==> src/rtl/neopx_pkg.sv <==
// NeoPixel serializer shared types and default timing.
// Defaults assume a 48 MHz clock.
package neopx_pkg;

  typedef enum logic [2:0] {
    ST_READY,
    ST_HIGH,
    ST_LOW,
    ST_GAP,
    ST_LATCH
  } state_e;

  localparam int T0H_DEF  = 19;
  localparam int T1H_DEF  = 38;
  localparam int TBIT_DEF = 60;
  localparam int GAP_DEF  = 96;
  localparam int TRST_DEF = 14400;

  localparam int PIX_W = 24;
  localparam int G_HI  = 23;
  localparam int G_LO  = 16;
  localparam int R_HI  = 15;
  localparam int R_LO  = 8;
  localparam int B_HI  = 7;
  localparam int B_LO  = 0;

  function automatic int cnt_width(
    input int a,
    input int b
  );
    return $clog2(((a > b) ? a : b) + 1);
  endfunction

endpackage

==> src/rtl/neopx_bit_timer.sv <==
// Free-running up counter, cleared on demand.
// done_o flags the last cycle of a lim_i-long interval.
module neopx_bit_timer #(
  parameter int CW = 14
) (
  input  logic          i_clk,
  input  logic          i_rst_n,
  input  logic          clr_i,
  input  logic [CW-1:0] lim_i,
  output logic          done_o
);

  logic [CW-1:0] cnt_q, cnt_d;

  always_comb begin
    cnt_d = cnt_q + CW'(1);
    if (clr_i) cnt_d = '0;
  end

  always_ff @(posedge i_clk) begin
    if (!i_rst_n) cnt_q <= '0;
    else          cnt_q <= cnt_d;
  end

  assign done_o = (cnt_q == lim_i - CW'(1));

endmodule

==> src/rtl/neopx_ws2812_tx.sv <==
// WS2812 single-wire NRZ serializer, GRB MSB first.
// Frames end with a latch low period and a done pulse.
module neopx_ws2812_tx
  import neopx_pkg::*;
#(
  parameter int T0H_CYC     = T0H_DEF,
  parameter int T1H_CYC     = T1H_DEF,
  parameter int TBIT_CYC    = TBIT_DEF,
  parameter int GAP_MAX_CYC = GAP_DEF,
  parameter int TRESET_CYC  = TRST_DEF
) (
  input  logic        i_clk,
  input  logic        i_rst_n,
  input  logic [31:0] s_axis_data,
  input  logic        s_axis_valid,
  output logic        s_axis_ready,
  output logic        o_dout,
  output logic        o_busy,
  output logic        o_frame_done
);

  localparam int CW = cnt_width(TRESET_CYC, GAP_MAX_CYC);

  state_e           state_q, state_d;
  logic [PIX_W-1:0] shreg_q, shreg_d;
  logic [4:0]       idx_q, idx_d;
  logic             ready_q, busy_q;
  logic             done_q, done_d;
  logic             hi_q, dout_q;
  logic             clr, tdone, accept;
  logic [CW-1:0]    lim, hi_lim, lo_lim;
  logic             unused_hi;

  assign unused_hi = ^s_axis_data[31:PIX_W];
  assign accept    = s_axis_valid && ready_q;
  assign hi_lim    = shreg_q[PIX_W-1] ? CW'(T1H_CYC)
                                      : CW'(T0H_CYC);
  assign lo_lim    = CW'(TBIT_CYC) - hi_lim;

  neopx_bit_timer #(
    .CW(CW)
  ) u_timer (
    .i_clk  (i_clk),
    .i_rst_n(i_rst_n),
    .clr_i  (clr),
    .lim_i  (lim),
    .done_o (tdone)
  );

  always_comb begin
    state_d = state_q;
    shreg_d = shreg_q;
    idx_d   = idx_q;
    clr     = 1'b0;
    done_d  = 1'b0;
    lim     = '0;
    unique case (state_q)
      ST_READY: begin
        clr = 1'b1;
        if (accept) begin
          state_d = ST_HIGH;
          shreg_d = s_axis_data[G_HI:B_LO];
          idx_d   = 5'(PIX_W - 1);
        end
      end
      ST_HIGH: begin
        lim = hi_lim;
        if (tdone) begin
          state_d = ST_LOW;
          clr     = 1'b1;
        end
      end
      ST_LOW: begin
        lim = lo_lim;
        if (tdone) begin
          clr = 1'b1;
          if (idx_q != '0) begin
            state_d = ST_HIGH;
            shreg_d = {shreg_q[PIX_W-2:0], 1'b0};
            idx_d   = idx_q - 5'd1;
          end else begin
            state_d = ST_GAP;
          end
        end
      end
      ST_GAP: begin
        lim = CW'(GAP_MAX_CYC);
        // A word arriving on the expiry cycle keeps the frame open
        if (accept) begin
          state_d = ST_HIGH;
          shreg_d = s_axis_data[G_HI:B_LO];
          idx_d   = 5'(PIX_W - 1);
          clr     = 1'b1;
        end else if (tdone) begin
          state_d = ST_LATCH;
          clr     = 1'b1;
        end
      end
      ST_LATCH: begin
        lim = CW'(TRESET_CYC);
        if (tdone) begin
          state_d = ST_READY;
          clr     = 1'b1;
          done_d  = 1'b1;
        end
      end
      default: begin
        state_d = ST_LATCH;
        clr     = 1'b1;
      end
    endcase
  end

  always_ff @(posedge i_clk) begin
    if (!i_rst_n) begin
      state_q <= ST_LATCH;
      shreg_q <= '0;
      idx_q   <= '0;
      ready_q <= 1'b0;
      busy_q  <= 1'b1;
      done_q  <= 1'b0;
      hi_q    <= 1'b0;
      dout_q  <= 1'b0;
    end else begin
      state_q <= state_d;
      shreg_q <= shreg_d;
      idx_q   <= idx_d;
      ready_q <= (state_d == ST_READY)
              || (state_d == ST_GAP);
      busy_q  <= (state_d != ST_READY);
      done_q  <= done_d;
      hi_q    <= (state_q == ST_HIGH);
      dout_q  <= hi_q;
    end
  end

  assign s_axis_ready = ready_q;
  assign o_busy       = busy_q;
  assign o_frame_done = done_q;
  assign o_dout       = dout_q;

endmodule

==> config.mk <==
export PLATFORM = sky130hd
export DESIGN_NAME = neopx_ws2812_tx
export DESIGN_NICKNAME = d
export VERILOG_FILES = /design/src/rtl/neopx_pkg.sv /design/src/rtl/neopx_bit_timer.sv /design/src/rtl/neopx_ws2812_tx.sv
export SDC_FILE = /design/constraint.sdc
export NUM_CORES = 1
export LEC_CHECK = 0
export ABC_AREA = 0
export BUFFER_PORTS_ARGS = -buffer_cell sky130_fd_sc_hd__buf_2
export CELL_PAD_IN_SITES_DETAIL_PLACEMENT = 1
export CELL_PAD_IN_SITES_GLOBAL_PLACEMENT = 1
export CORE_MARGIN = 2
export CORE_UTILIZATION = 46
export DETAILED_ROUTE_END_ITERATION = 8
export HOLD_SLACK_MARGIN = 0.06
export PLACE_DENSITY_LB_ADDON = 0.1
export SLEW_MARGIN = 10
export SYNTH_ARGS = -nofsm -noshare
export SYNTH_HDL_FRONTEND = slang
export SYNTH_SLANG_ARGS = --single-unit
==> constraint.sdc <==
create_clock -name i_clk -period 6.3 [get_ports i_clk]
set_clock_uncertainty 0.05 [all_clocks]
set_input_delay 0.63 -clock i_clk [delete_from_list [all_inputs] [get_ports i_clk]]
set_output_delay 0.63 -clock i_clk [all_outputs]
set_load 0.05 [all_outputs]
Word-level counts from Yosys, hierarchy flattened
Index checks and enable logic that the tools add are counted.

Memories kept: 0. Register bits: 51. Bits in read-only memories: 0. Word-level logic and storage cells: 56. Output and inout port bits: 4. Bits in latches: 0. Memory bits (writable): 0. Input bits: 35.

Bitwise gates (word level): 1. Reduce and logical (&&, ||, !) cells: 12. Equal/unequal tests: 9. Magnitude comparators: 0. Multiplexer cells: 21. Multiply operators: 0. Divide/modulo/power cells: 0. $add $sub $neg: 4. Shifts and indexed selects: 0.

Operators by type and width (number): 24-bit 2-to-1 mux (3); 14-bit case mux with 4 select lines (1); 24-bit case mux with 2 select lines (1); 3-bit 2-to-1 mux (6); 5-bit 2-to-1 mux (3); 3-bit case mux with 5 select lines (1); 14-bit by 1-bit adder with 14-bit output, second input constant (1); 14-bit equality test (1); 14-bit by 1-bit subtractor with 14-bit output, second input constant (1); 5-bit case mux with 2 select lines (1); 3-bit by 2-bit equality test with 1-bit output, second input constant (3); 6-bit by 6-bit subtractor with 7-bit output, first input constant (1); 3-bit logical NOT (2); 6-bit 2-to-1 mux (1); 5-bit nonzero test (1); 5-bit by 1-bit subtractor with 5-bit output, second input constant (1); 2-bit != test, second input constant (2); 4-bit AND reduction (1); 2-bit OR reduction (2); 3-bit by 1-bit equality test with 1-bit output, second input constant (1); 3-bit equality test, second input constant (1); 3-bit nonzero test (1); 3-bit OR reduction (1); 1-bit 2-to-1 mux (2); 8 further kinds (8).

Longest topological paths before layout
Word-level depth: 10. Gate-level depth with buffers: 12.

By module
From an unflattened synthesis, not the netlist that was laid out.

Cells, all modules: 327. Area, all modules: 2723.9 sq um.

By module, submodules not included: neopx_ws2812_tx (cells an instance 198, area an instance 1695.4 sq um, instances 1, sequential area each 740.7 sq um); neopx_bit_timer (cells an instance 129, area an instance 1028.5 sq um, instances 1, sequential area each 280.3 sq um).

Least setup slack after synthesis
Ideal clock, no wire load.

Path type: register -> register. Start point: register state_q[0]. End point: register ready_q, in the netlist s_axis_ready. Setup slack: 3.416 ns. Stages on the path, launching flop included: 10. Path buffers: 1. Setup time: 0.070 ns. Data arrival time: 2.763 ns. Cells stage by stage: dfxtp_1 buf_2 or3b_1 a2111oi_2 nor3_1 or4_4 nor2_4 mux2_2 a211o_1 a21oi_1.

Cells in the longest elaborated chain, start to end: 9. Elaborated cells between the ends (all ways): 18. Classes of those cells: add/sub (1); eq/ne (6); mux (8); reduce/logical (3).

Ends and longest elaborated chain: from (decl) (RTL line neopx_ws2812_tx.sv:24) `state_e state_q, state_d;`; from (signal assigned) (RTL line neopx_ws2812_tx.sv:125) `state_q <= state_d;`; 3-bit equality test (tied with other cells) (RTL line neopx_ws2812_tx.sv:57) `unique case (state_q)`; 14-bit case mux with 4 select lines (RTL line neopx_ws2812_tx.sv:57); 14-bit by 1-bit subtractor with 14-bit output (RTL line neopx_bit_timer.sv:25) `assign done_o = (cnt_q == lim_i - CW'(1));`; 14-bit equality test (RTL line neopx_bit_timer.sv:25); 3-bit 2-to-1 mux (RTL line neopx_ws2812_tx.sv:94) `end else if (tdone) begin`; 3-bit 2-to-1 mux (RTL line neopx_ws2812_tx.sv:89) `if (accept) begin`; 3-bit case mux with 5 select lines (*) (RTL line neopx_ws2812_tx.sv:57); 3-bit by 2-bit equality test with 1-bit output or 3-bit logical NOT (tied branches) (RTL line neopx_ws2812_tx.sv:129, neopx_ws2812_tx.sv:128); 1-bit logical OR (*) (RTL line neopx_ws2812_tx.sv:129) `|| (state_d == ST_GAP);`; to (signal assigned) (RTL line neopx_ws2812_tx.sv:128) `ready_q <= (state_d == ST_READY)`; to (decl) (RTL line neopx_ws2812_tx.sv:27) `logic ready_q, busy_q;`.

Mark *: on every way between the ends. The rest lies on a longest branch, timed or not. A chain may end at the register's enable or synchronous reset.

Worst setup path after layout
Start point: register state_q[1]. End point: register idx_q[3].

Cells in the longest elaborated chain, start to end: 6. Elaborated cells between the ends (all ways): 15. Classes of those cells: add/sub (1); eq/ne (8); mux (2); reduce/logical (4).

Ends and longest elaborated chain: 3-bit equality test (tied with other cells) (RTL line neopx_ws2812_tx.sv:57); 14-bit case mux with 4 select lines (RTL line neopx_ws2812_tx.sv:57); 14-bit by 1-bit subtractor with 14-bit output (RTL line neopx_bit_timer.sv:25); 14-bit equality test (RTL line neopx_bit_timer.sv:25); 2-bit != test (no line); 4-bit AND reduction (no line); to (signal assigned) (RTL line neopx_ws2812_tx.sv:127) `idx_q <= idx_d;`; to (decl) (RTL line neopx_ws2812_tx.sv:26) `logic [4:0] idx_q, idx_d;`.

Parallel ways exist; a longest one is shown, timed or not.

==> metrics.md <==
| Metric | Value |
|---|---|
| Final #Nets | 347 |
| Finished Core Util | 0.519 |
| CTS Buffer Depth | 2 |
| Vias in the first global route | between 2,000 and 2,500 |
| CORE AREA | 5540 µm² |
| Site Rows | 27 |
| PortBufs | 30 |
| Maximum clock rate | 282 MHz |
| Syn avg cell area | 9.06 µm² |
| CP Capture Type | flop |
| Distinct cells, synth | 43 |
| Area leader, netlist | dfxtp_1 |
| CP Buf/Inv Count | 1 |
| Dpl cells | ~380 |
| Rel. slew slack | 0.538 |
| Largest net degree at the start of global routing | 53 |
| # DRC | 0 |
| Synth Warn # | 0 |
| Tot Pwr | 0.552 mW |
| Register area share after synthesis | 0.386 |
| Total grt overflow | 0 |
| Max-Cap Viols | 0 |
| Synth Instances | a little under 300 |
| Clk pin slew, worst setup/hold paths | 0.09 ns |
| Filler cells | 681 |
| Design Area, Final | about 2900 µm² |
| CP Max Fanout | 52 |
| TritonCTS buffer count | 5 |
| Die Span Y | approximately 80 µm |
| CTS tree | yes |
| CTS HTree Levels | 2 |
| Final non-filler cell total | around 380 |
| Initial antenna violation count | 0 |
| Share of the synthesized area in the top cell type | 0.386 |
| DR vias | between 2,000 and 2,500 |
| Status | complete, no violations |
| Die width | 79.8 µm |
| Routed WL | 5.55 mm |
| Largest cells by area after synthesis | dfxtp_1, mux2i_1, o211a_1 |
| Fin crit share | 0.564 |
| Post-CTS setup buffers | 0 |
| Leakage | 1.31 nW |
| DR vias/cell | roughly 5.5 |
| Hold Path Stages | 1 |
| Placed cell areas | 2780 µm² |
| Crit-path leading delay family | simple AND/OR/NAND/NOR gates |
| Worst Tran Pin Value | 0.693 ns |
| R2R depth | 9 |
| Share of cells above drive strength 1 | 0.151 |
| Die Footprint | about 6400 µm² |
| Worst skew pair latency | just over 0.3 ns |
| Setup CP Type | reg2reg |
| EDFF count, synth | 0 |
| Post-cts resize count | 0 |
| Final Critical Period | 3.55 ns |
| Largest stage delay on the critical path | 0.74 ns |
| GRT Util Overall | 0.184 |
| DR WL/cell | roughly 14 µm |
| WP data arrival | 3.71 ns |
| Critical-path top delay cell | dfxtp_1 |
| Grt met2 use | 0.285 |
| RSZ-0062 raised after global routing | false |
| RD Place Congestion | 0.783 |
| Area grow syn2layout | 8.70% |
| Hold Fails Final Rpt | 0 |
| HP Class | reg2reg |
| Crit path required time | 6.46 ns |
| HPWL after detailed placement | 3.83 mm |
| Pins Over Slew Limit | 0 |
| Critical Path Source Type | flop |
| Setup TNS | 0 ns |
| Mapped Area | 2650 µm² |
| ANT cells | 0 |
| Async SR Flop Fraction | 0 |
| DR iter-0 viols | ~120 |
| Clk root buf | clkbuf_8 |
| Router iterations before antenna repair | 4 |
| GR Layer Usage met1 | 0.255 |
| Syn_nets | 329 |
| # clock sinks | 51 |
| Hold-fix buffers, CTS | 0 |
| Fin worst setup slack | between 2 and 3 ns |
| Crit path cell chain | or3b_1, a2111oi_2, nor3_1, or4_4, nor2_4, a21o_1, buf_4, a21oi_1, a31o_2 |
| Number of synthesized register bits | 51 |
| PwrDens | 192 nW/µm² |
| Ys flop type | dfxtp_1 |
| Met3 GRT Util | 0.0362 |
| Final setup fails | 0 |
| Post-Place Worst Slack | 2.77 ns |
| GRT Max-Usage Layer | met2 |
| Worst path depth | 9 |
| I/O pins | 39 |
| Min Hold Slack | 0.396 ns |
| IR drop worst, VDD | 0.115 mV |
| Initial Utilization | 0.478 |
| First-pass GRT wire length | 9.34 mm |
| DRT antenna net count | 0 |
per-layer routing:
| metal | vias up | wire, µm | share of wire |
|---|---|---|---|
| met3 | 7 | 199 | 0.036 |
| met1 | 989 | 2810 | 0.51 |
| met2 | 29 | 2470 | 0.44 |
| met5 | - | 0 | 0 |
| met4 | 0 | 77 | 0.014 |
| li1 | 1070 | - | - |
layout by cell type (no fill, tap or decap), drive strengths merged:
cell and count:
a2111oi 1, a211o 2, a21boi 2, a21o 2, a21oi 9, a31o 2
a41o 1, and2 3, and3 4, and4 2, buf 32, clkbuf 8
dfxtp 51, ha 2, inv 8, maj3 1, mux2 2, mux2i 25
nand2 37, nand3 18, nand3b 2, nand4 2, nor2 22, nor2b 3
nor3 5, nor3b 4, nor4b 2, nor4bb 1, o2111ai 1, o211a 25
o211ai 3, o21ai 5, o311ai 1, o31ai 1, or3 1, or3b 1
or4 1, xnor2 8, xor2 11
power breakdown:
group | internal, mW | total, mW | switching, mW
logic | 0.00887 | 0.0185 | 0.00962
registers | 0.324 | 0.327 | 0.00294
clock network | 0.100 | 0.207 | 0.107
path summary, 6_finish.rpt:
path | start | to | slack (ns)
max | state_q[1] | idx_q[3] | 2.75
min | hi_q | o_dout | 0.40
max reg2reg | state_q[1] | idx_q[3] | 2.75
min reg2reg | hi_q | o_dout | 0.40
kinds of logic after synthesis:
| kind of cell | share of synthesized area |
|---|---|
| compound gates | 0.173 |
| buf+inv | 0.0596 |
| fa+ha+maj | 0.0132 |
| mux | 0.103 |
| xor+xnor | 0.0629 |
| flops | 0.386 |
| simple gates | 0.202 |
layout make-up:
cell class	instances	area [µm²]	area share
Inverter	8	30.0	0.0104
Multi-Input combinational cell	212	1470	0.511
Timing Repair Buffer	32	165	0.0574
Tap cell	72	90.1	0.0313
Clock buffer	8	100	0.0348
Sequential cell	51	1020	0.355
registers in the layout (all words and copies together) (netlist names):
| signal | flops |
|---|---|
| idx_q | 5 |
| o_dout | 1 |
| o_frame_done | 1 |
| o_busy | 1 |
| hi_q | 1 |
| shreg_q | 24 |
| state_q | 3 |
| u_timer.cnt_q | 14 |
| s_axis_ready | 1 |
cell usage after synthesis (5+ instances only):
cell / count
mux2i_1: 25
clkbuf_1: 11
dfxtp_1: 51
a21oi_1: 9
xor2_1: 11
o211a_1: 25
o21ai_0: 5
xnor2_1: 8
inv_1: 8
nand2_1: 37
nor2_1: 21
nor3_1: 5
nand3_1: 18
(Power assumes the default switching activity.)
